File: src/rtl/fft_pkg.sv
// Shared FFT definitions: frame geometry, serializer state encoding and the
// 3-bit bit-reversal used by both the core's input reorder and this unloader.
package fft_pkg;

    localparam int unsigned FFT_POINTS = 8;
    localparam int unsigned FFT_IDX_W  = 3;

    typedef logic [FFT_IDX_W-1:0] fft_idx_t;

    typedef enum logic [0:0] {
        ST_IDLE   = 1'b0,
        ST_STREAM = 1'b1
    } ser_state_e;

    function automatic fft_idx_t bitrev3(input fft_idx_t k);
        return {k[0], k[1], k[2]};
    endfunction

endpackage

File: src/rtl/fft_out_serializer_if.sv
// Parallel frame input and per-bin output stream of the FFT unloader.
interface fft_out_serializer_if #(
    parameter int unsigned N = 16
);
    import fft_pkg::*;

    logic [FFT_POINTS*N-1:0] in_re;
    logic [FFT_POINTS*N-1:0] in_im;
    logic                    in_valid;
    logic                    in_ready;
    logic [N-1:0]            out_re;
    logic [N-1:0]            out_im;
    fft_idx_t                out_idx;
    logic                    out_valid;
    logic                    out_last;
    logic                    out_ready;

    // Producer/consumer side of the serializer.
    modport master (
        output in_re, in_im, in_valid, out_ready,
        input  in_ready, out_re, out_im, out_idx, out_valid, out_last
    );

    // Serializer side.
    modport slave (
        input  in_re, in_im, in_valid, out_ready,
        output in_ready, out_re, out_im, out_idx, out_valid, out_last
    );

endinterface

File: src/rtl/fft_frame_buf.sv
// Eight-entry frame buffer with parallel load and a registered read port; a
// read of the index being loaded returns the incoming word in the same cycle.
module fft_frame_buf
    import fft_pkg::*;
#(
    parameter int unsigned W = 32
) (
    input  logic                    clk,
    input  logic                    rst_n,
    input  logic                    load,
    input  logic [FFT_POINTS*W-1:0] wr_data,
    input  fft_idx_t                rd_idx,
    output logic [W-1:0]            rd_data
);

    logic [W-1:0] mem_q [FFT_POINTS];
    logic [W-1:0] mem_d [FFT_POINTS];
    logic [W-1:0] rd_data_q;
    logic [W-1:0] rd_data_d;

    always_comb begin
        mem_d = mem_q;
        if (load) begin
            for (int unsigned i = 0; i < FFT_POINTS; i++) begin
                mem_d[i] = wr_data[i*W +: W];
            end
        end
        rd_data_d = mem_d[rd_idx];
    end

    always_ff @(posedge clk or negedge rst_n) begin
        if (!rst_n) begin
            for (int unsigned i = 0; i < FFT_POINTS; i++) begin
                mem_q[i] <= '0;
            end
            rd_data_q <= '0;
        end else begin
            mem_q     <= mem_d;
            rd_data_q <= rd_data_d;
        end
    end

    assign rd_data = rd_data_q;

endmodule

File: src/rtl/fft_out_serializer.sv
// Captures one bit-reversed (or natural) 8-bin complex frame and streams it
// out in natural bin order, one bin per valid/ready beat.
module fft_out_serializer
    import fft_pkg::*;
#(
    parameter int unsigned N      = 16,
    parameter int unsigned BITREV = 1
) (
    input  logic                 clk,
    input  logic                 rst,
    fft_out_serializer_if.slave  bus
);

    localparam int unsigned W        = 2 * N;
    localparam fft_idx_t    LAST_IDX = FFT_IDX_W'(FFT_POINTS - 1);

    ser_state_e              state_q, state_d;
    fft_idx_t                idx_q, idx_d;
    logic                    valid_q, valid_d;
    logic                    last_q, last_d;
    logic                    load_c;
    logic                    beat_c;
    logic                    in_ready_c;
    logic [FFT_POINTS*W-1:0] bin_data_c;
    logic [W-1:0]            rd_data;

    // Route input slots into bin order; each entry packs {re, im}.
    always_comb begin
        fft_idx_t src;
        bin_data_c = '0;
        for (int unsigned b = 0; b < FFT_POINTS; b++) begin
            src = (BITREV != 0) ? bitrev3(FFT_IDX_W'(b)) : FFT_IDX_W'(b);
            bin_data_c[b*W +: W] = {bus.in_re[src*N +: N], bus.in_im[src*N +: N]};
        end
    end

    assign beat_c     = valid_q && bus.out_ready;
    assign in_ready_c = (state_q == ST_IDLE) || (beat_c && last_q);

    always_comb begin
        state_d = state_q;
        idx_d   = idx_q;
        valid_d = valid_q;
        load_c  = 1'b0;
        case (state_q)
            ST_IDLE: begin
                if (bus.in_valid) begin
                    load_c  = 1'b1;
                    state_d = ST_STREAM;
                    idx_d   = '0;
                    valid_d = 1'b1;
                end
            end
            ST_STREAM: begin
                if (beat_c) begin
                    if (last_q) begin
                        idx_d = '0;
                        if (bus.in_valid) begin
                            load_c = 1'b1;
                        end else begin
                            state_d = ST_IDLE;
                            valid_d = 1'b0;
                        end
                    end else begin
                        idx_d = idx_q + FFT_IDX_W'(1);
                    end
                end
            end
            default: begin
                state_d = ST_IDLE;
                idx_d   = '0;
                valid_d = 1'b0;
            end
        endcase
        last_d = valid_d && (idx_d == LAST_IDX);
    end

    always_ff @(posedge clk or negedge rst) begin
        if (!rst) begin
            state_q <= ST_IDLE;
            idx_q   <= '0;
            valid_q <= 1'b0;
            last_q  <= 1'b0;
        end else begin
            state_q <= state_d;
            idx_q   <= idx_d;
            valid_q <= valid_d;
            last_q  <= last_d;
        end
    end

    // Read index follows the next beat so read data lines up with out_idx.
    fft_frame_buf #(
        .W (W)
    ) u_frame_buf (
        .clk     (clk),
        .rst_n   (rst),
        .load    (load_c),
        .wr_data (bin_data_c),
        .rd_idx  (idx_d),
        .rd_data (rd_data)
    );

    assign bus.in_ready  = in_ready_c;
    assign bus.out_re    = rd_data[W-1:N];
    assign bus.out_im    = rd_data[N-1:0];
    assign bus.out_idx   = idx_q;
    assign bus.out_valid = valid_q;
    assign bus.out_last  = last_q;

endmodule

File: src/flat_wrapper.sv
// flat-port wrapper written by rule: the top's interface ports become plain ports
module fft_out_serializer_flat import fft_pkg::*;
#(
    parameter int unsigned N      = 16,
    parameter int unsigned BITREV = 1
)
  (clk, rst, bus_in_re, bus_in_im, bus_in_valid, bus_out_ready, bus_in_ready, bus_out_re, bus_out_im, bus_out_idx, bus_out_valid, bus_out_last);
  fft_out_serializer_if #(.N(N)) bus_i ();
  input  logic clk;
  input  logic rst;
  input wire logic [$bits(bus_i.in_re)-1:0] bus_in_re;
  input wire logic [$bits(bus_i.in_im)-1:0] bus_in_im;
  input wire logic [$bits(bus_i.in_valid)-1:0] bus_in_valid;
  input wire logic [$bits(bus_i.out_ready)-1:0] bus_out_ready;
  output wire logic [$bits(bus_i.in_ready)-1:0] bus_in_ready;
  output wire logic [$bits(bus_i.out_re)-1:0] bus_out_re;
  output wire logic [$bits(bus_i.out_im)-1:0] bus_out_im;
  output wire logic [$bits(bus_i.out_idx)-1:0] bus_out_idx;
  output wire logic [$bits(bus_i.out_valid)-1:0] bus_out_valid;
  output wire logic [$bits(bus_i.out_last)-1:0] bus_out_last;
  assign bus_i.in_re = bus_in_re;
  assign bus_i.in_im = bus_in_im;
  assign bus_i.in_valid = bus_in_valid;
  assign bus_i.out_ready = bus_out_ready;
  assign bus_in_ready = bus_i.in_ready;
  assign bus_out_re = bus_i.out_re;
  assign bus_out_im = bus_i.out_im;
  assign bus_out_idx = bus_i.out_idx;
  assign bus_out_valid = bus_i.out_valid;
  assign bus_out_last = bus_i.out_last;
  fft_out_serializer #(.N(N), .BITREV(BITREV)) u_core (.clk(clk), .rst(rst), .bus(bus_i));
endmodule
File: config.mk
export PLATFORM = sky130hd
export DESIGN_NAME = fft_out_serializer_flat
export DESIGN_NICKNAME = d
export VERILOG_FILES = /design/src/rtl/fft_pkg.sv /design/src/rtl/fft_out_serializer_if.sv /design/src/rtl/fft_frame_buf.sv /design/src/rtl/fft_out_serializer.sv /design/src/flat_wrapper.sv
export SDC_FILE = /design/constraint.sdc
export NUM_CORES = 1
export LEC_CHECK = 0
export CORE_MARGIN = 1.5
export CORE_UTILIZATION = 35
export DETAILED_ROUTE_END_ITERATION = 16
export SLEW_MARGIN = 20
export SYNTH_ARGS = -nofsm -noshare
export SYNTH_HDL_FRONTEND = slang
export SYNTH_SLANG_ARGS = --single-unit
File: constraint.sdc
create_clock -name clk -period 4.9 [get_ports clk]
set_clock_uncertainty 0.15 [all_clocks]
set_input_delay 0.735 -clock clk [delete_from_list [all_inputs] [get_ports clk]]
set_output_delay 0.735 -clock clk [all_outputs]
set_load 0.01 [all_outputs]
==> results.ini <==
[clock_tree]
cts-resized-gates=0
clock_path_buffers=3
clk_latency_ns=0.50
cts_made_buffers=35
cts.sinks=294
clock-root-buffer=clkbuf_16
cts_tree=yes
clk_pin_slew_ns=0.06
ctsHoldBuffers=0
htree_levels=2
cts_setup_buffers=0

[critical_path]
reg2reg_from=u_core.bus.out_idx[0]
cp_slowest_cell=clkdlybuf4s50_1
cp_slowest_stage_delay_ns=0.59
cp-startpoint=bus_out_ready
crit_type=input pin to flop
crit_end=u_core.u_frame_buf.rd_data[24]
cp-end-kind=flop
reg2reg_setup_slack_ns=1.80
reg2reg_to=u_core.u_frame_buf.rd_data[24]
cp_max_fo=22
required_ns=5.12
crit_buf_inv=3
crit_arrival_ns=3.49
critPathLaunchType=input pin
crit_family=buffers and inverters
worstPathCellList=clkdlybuf4s50_1 > and4b_1 > o21ai_4 > and2_4 > clkinv_2 > buf_4 > mux2_2 > a22oi_1 > o22ai_1
cp.depth=9
reg2reg_depth=9

[sta]
rsz0062_at_grt=false
post-route-period-util=0.668
min_period_ns=3.27
fin_hold_ws_ns=0.00743
setup_viol=0
tns_ns=0
fmax_ghz=0.306
worst-slew-pin-transition_ns=0.936
slew_headroom=0.376
final_max_slew_viol_count=0
hold_viol=0

[logic_synthesis]
yosys-top-cells-count=nand2_1 (516), dfrtp_1 (294), o21ai_0 (84)
syn_area_um2=13700
synth_enable_flop_cells=0
synth_top_area_share=0.536
syn_area_per_cell_um2=9.40
synth_nets=1721
synth.largest_area_cell=dfrtp_1
yosysWarnings=0
ys_ff_latch=294
async_flop_share=1.00
synth_area_leaders=dfrtp_1 (54%), nand2_1 (14%), mux2_2 (6.3%)
synth_most_common_cell=nand2_1
synthFlopType=dfrtp_1
yosysSeqAreaShare=0.536
netlist_instances=1460
synth.distinct_cells=33

[drt]
wl_per_cell_um=19.2
ant_nets=0
wl_mm=43.2
via_per_inst=4.95
route.vias.total=11200
firstDrtPassIters=5
drc=0
drt-initial-drc-count=625

[grt]
first_global_vias=11400
grt_antenna_before_repair=3
grt_pass1_wl_mm=66.5
grt_max_degree=132
grt_util_all_layers=0.212
grt_overflow_total=0

[cells_and_area]
drive_gt1_frac=0.127
multi_input_area_um2=5680
fillers=3676
seq_area_um2=7360
area_growth_pct=33.0
fin_nets=1971

[place]
gp_congestion=0.852
dpl.hpwl_mm=29.5
io_buffers=297

[floorplanning]
start_util=0.355
dieArea_um2=40400
fp.coreArea_um2=38600
die_h_um=201
pin_count=298
die_w_um=201
num_rows=72

[power]
irDropWorstVdd_uv=282
power.density_nw_per_um2=404
p_leak_nw=8.31

[status]
status=complete, no violations

[worst_hold_path]
hold_path.class=input pin to asynchronous set/reset pin

[flow_run]
drv_cap=0

-- how the worst min path moves through the flow --
stage | from | endpoint | slack, ns | cells after the start
final | rst | u_core.u_frame_buf.mem_q[169] | 0.007 | 1
after global routing | rst | u_core.u_frame_buf.mem_q[169] | 0.02 | 1
after CTS | rst | u_core.u_frame_buf.mem_q[169] | 0.26 | 1
after detailed placement | u_core.u_frame_buf.mem_q[30] | u_core.u_frame_buf.mem_q[30] | 0.31 | 2
after global placement | u_core.u_frame_buf.mem_q[28] | u_core.u_frame_buf.mem_q[28] | 0.30 | 2
after floorplan | rst | u_core.bus.out_idx[0] | 0.29 | 0
-- metal layers --
layer,wire length (um),share of wire,vias to the layer above,global-route usage
met1,18100,0.42,5437,0.268
met5,31,0.00072,-,0
li1,-,-,5357,-
met4,1320,0.031,4,0.0685
met3,2260,0.052,65,0.0419
met2,21400,0.50,303,0.365
-- registers in the layout, indices dropped and copies added, names as in the netlist --
name,count
u_core.bus.out_idx,3
u_core.bus.out_last,1
u_core.bus.out_valid,1
u_core.state_q,1
u_core.u_frame_buf.mem_q,256
u_core.u_frame_buf.rd_data,32
-- kinds of logic after synthesis --
kind of cell,Yosys count,synth area share
DFF,294,0.536
adders and majority gates,1,0.000912
muxes,97,0.0804
AOI/OAI and AO/OA,262,0.135
and+or+nand+nor,661,0.195
buffers and inverters,145,0.0527
-- report_power, final --
| group | switching [mW] | internal (mW) |
|---|---|---|
| registers | 0.200 | 2.82 |
| clock network | 1.00 | 1.53 |
| logic | 0.946 | 0.882 |
| total | 2.15 | 5.23 |
-- stage by stage --
stage               area [um2]  utilization  setup WS [ns]  total power [mW]  instances
floorplan                13700            -           2.50              3.93       1460
global placement         17100        0.443           1.11              4.89       2190
detailed placement       17100        0.443           1.07              4.91       2190
CTS                      18200        0.471           1.60              7.49       2252
global route             18200        0.472           1.53              7.76       2253
finish                   18300        0.472           1.63              7.38       2254
-- area by class of cell --
| cell class | count | share of cell area |
|---|---|---|
| sequential | 294 | 0.403 |
| multi-input combinational | 1021 | 0.311 |
| timing repair buffer | 325 | 0.182 |
| clock buffer | 55 | 0.0577 |
| tap | 518 | 0.0355 |
| inverter | 33 | 0.00686 |
| clock inverter | 7 | 0.00363 |
| antenna | 1 | 0.000137 |
-- cell usage in the layout, fill, tap and decap left out, types with 20 or more instances in the layout --
cell             netlist  layout
nor2_1                67      67
inv_1                 32      32
clkbuf_16              0      37
clkdlybuf4s50_1        0     296
a311oi_2              20      20
a31oi_1               32      32
nor2b_1               66      66
nand2_1              516     515
a22oi_1               32      32
o21ai_0               84      84
a31o_2                32      32
dfrtp_1              294     294
o22ai_1               32      32
mux2_2                77      77
(Power assumes the default switching activity.)
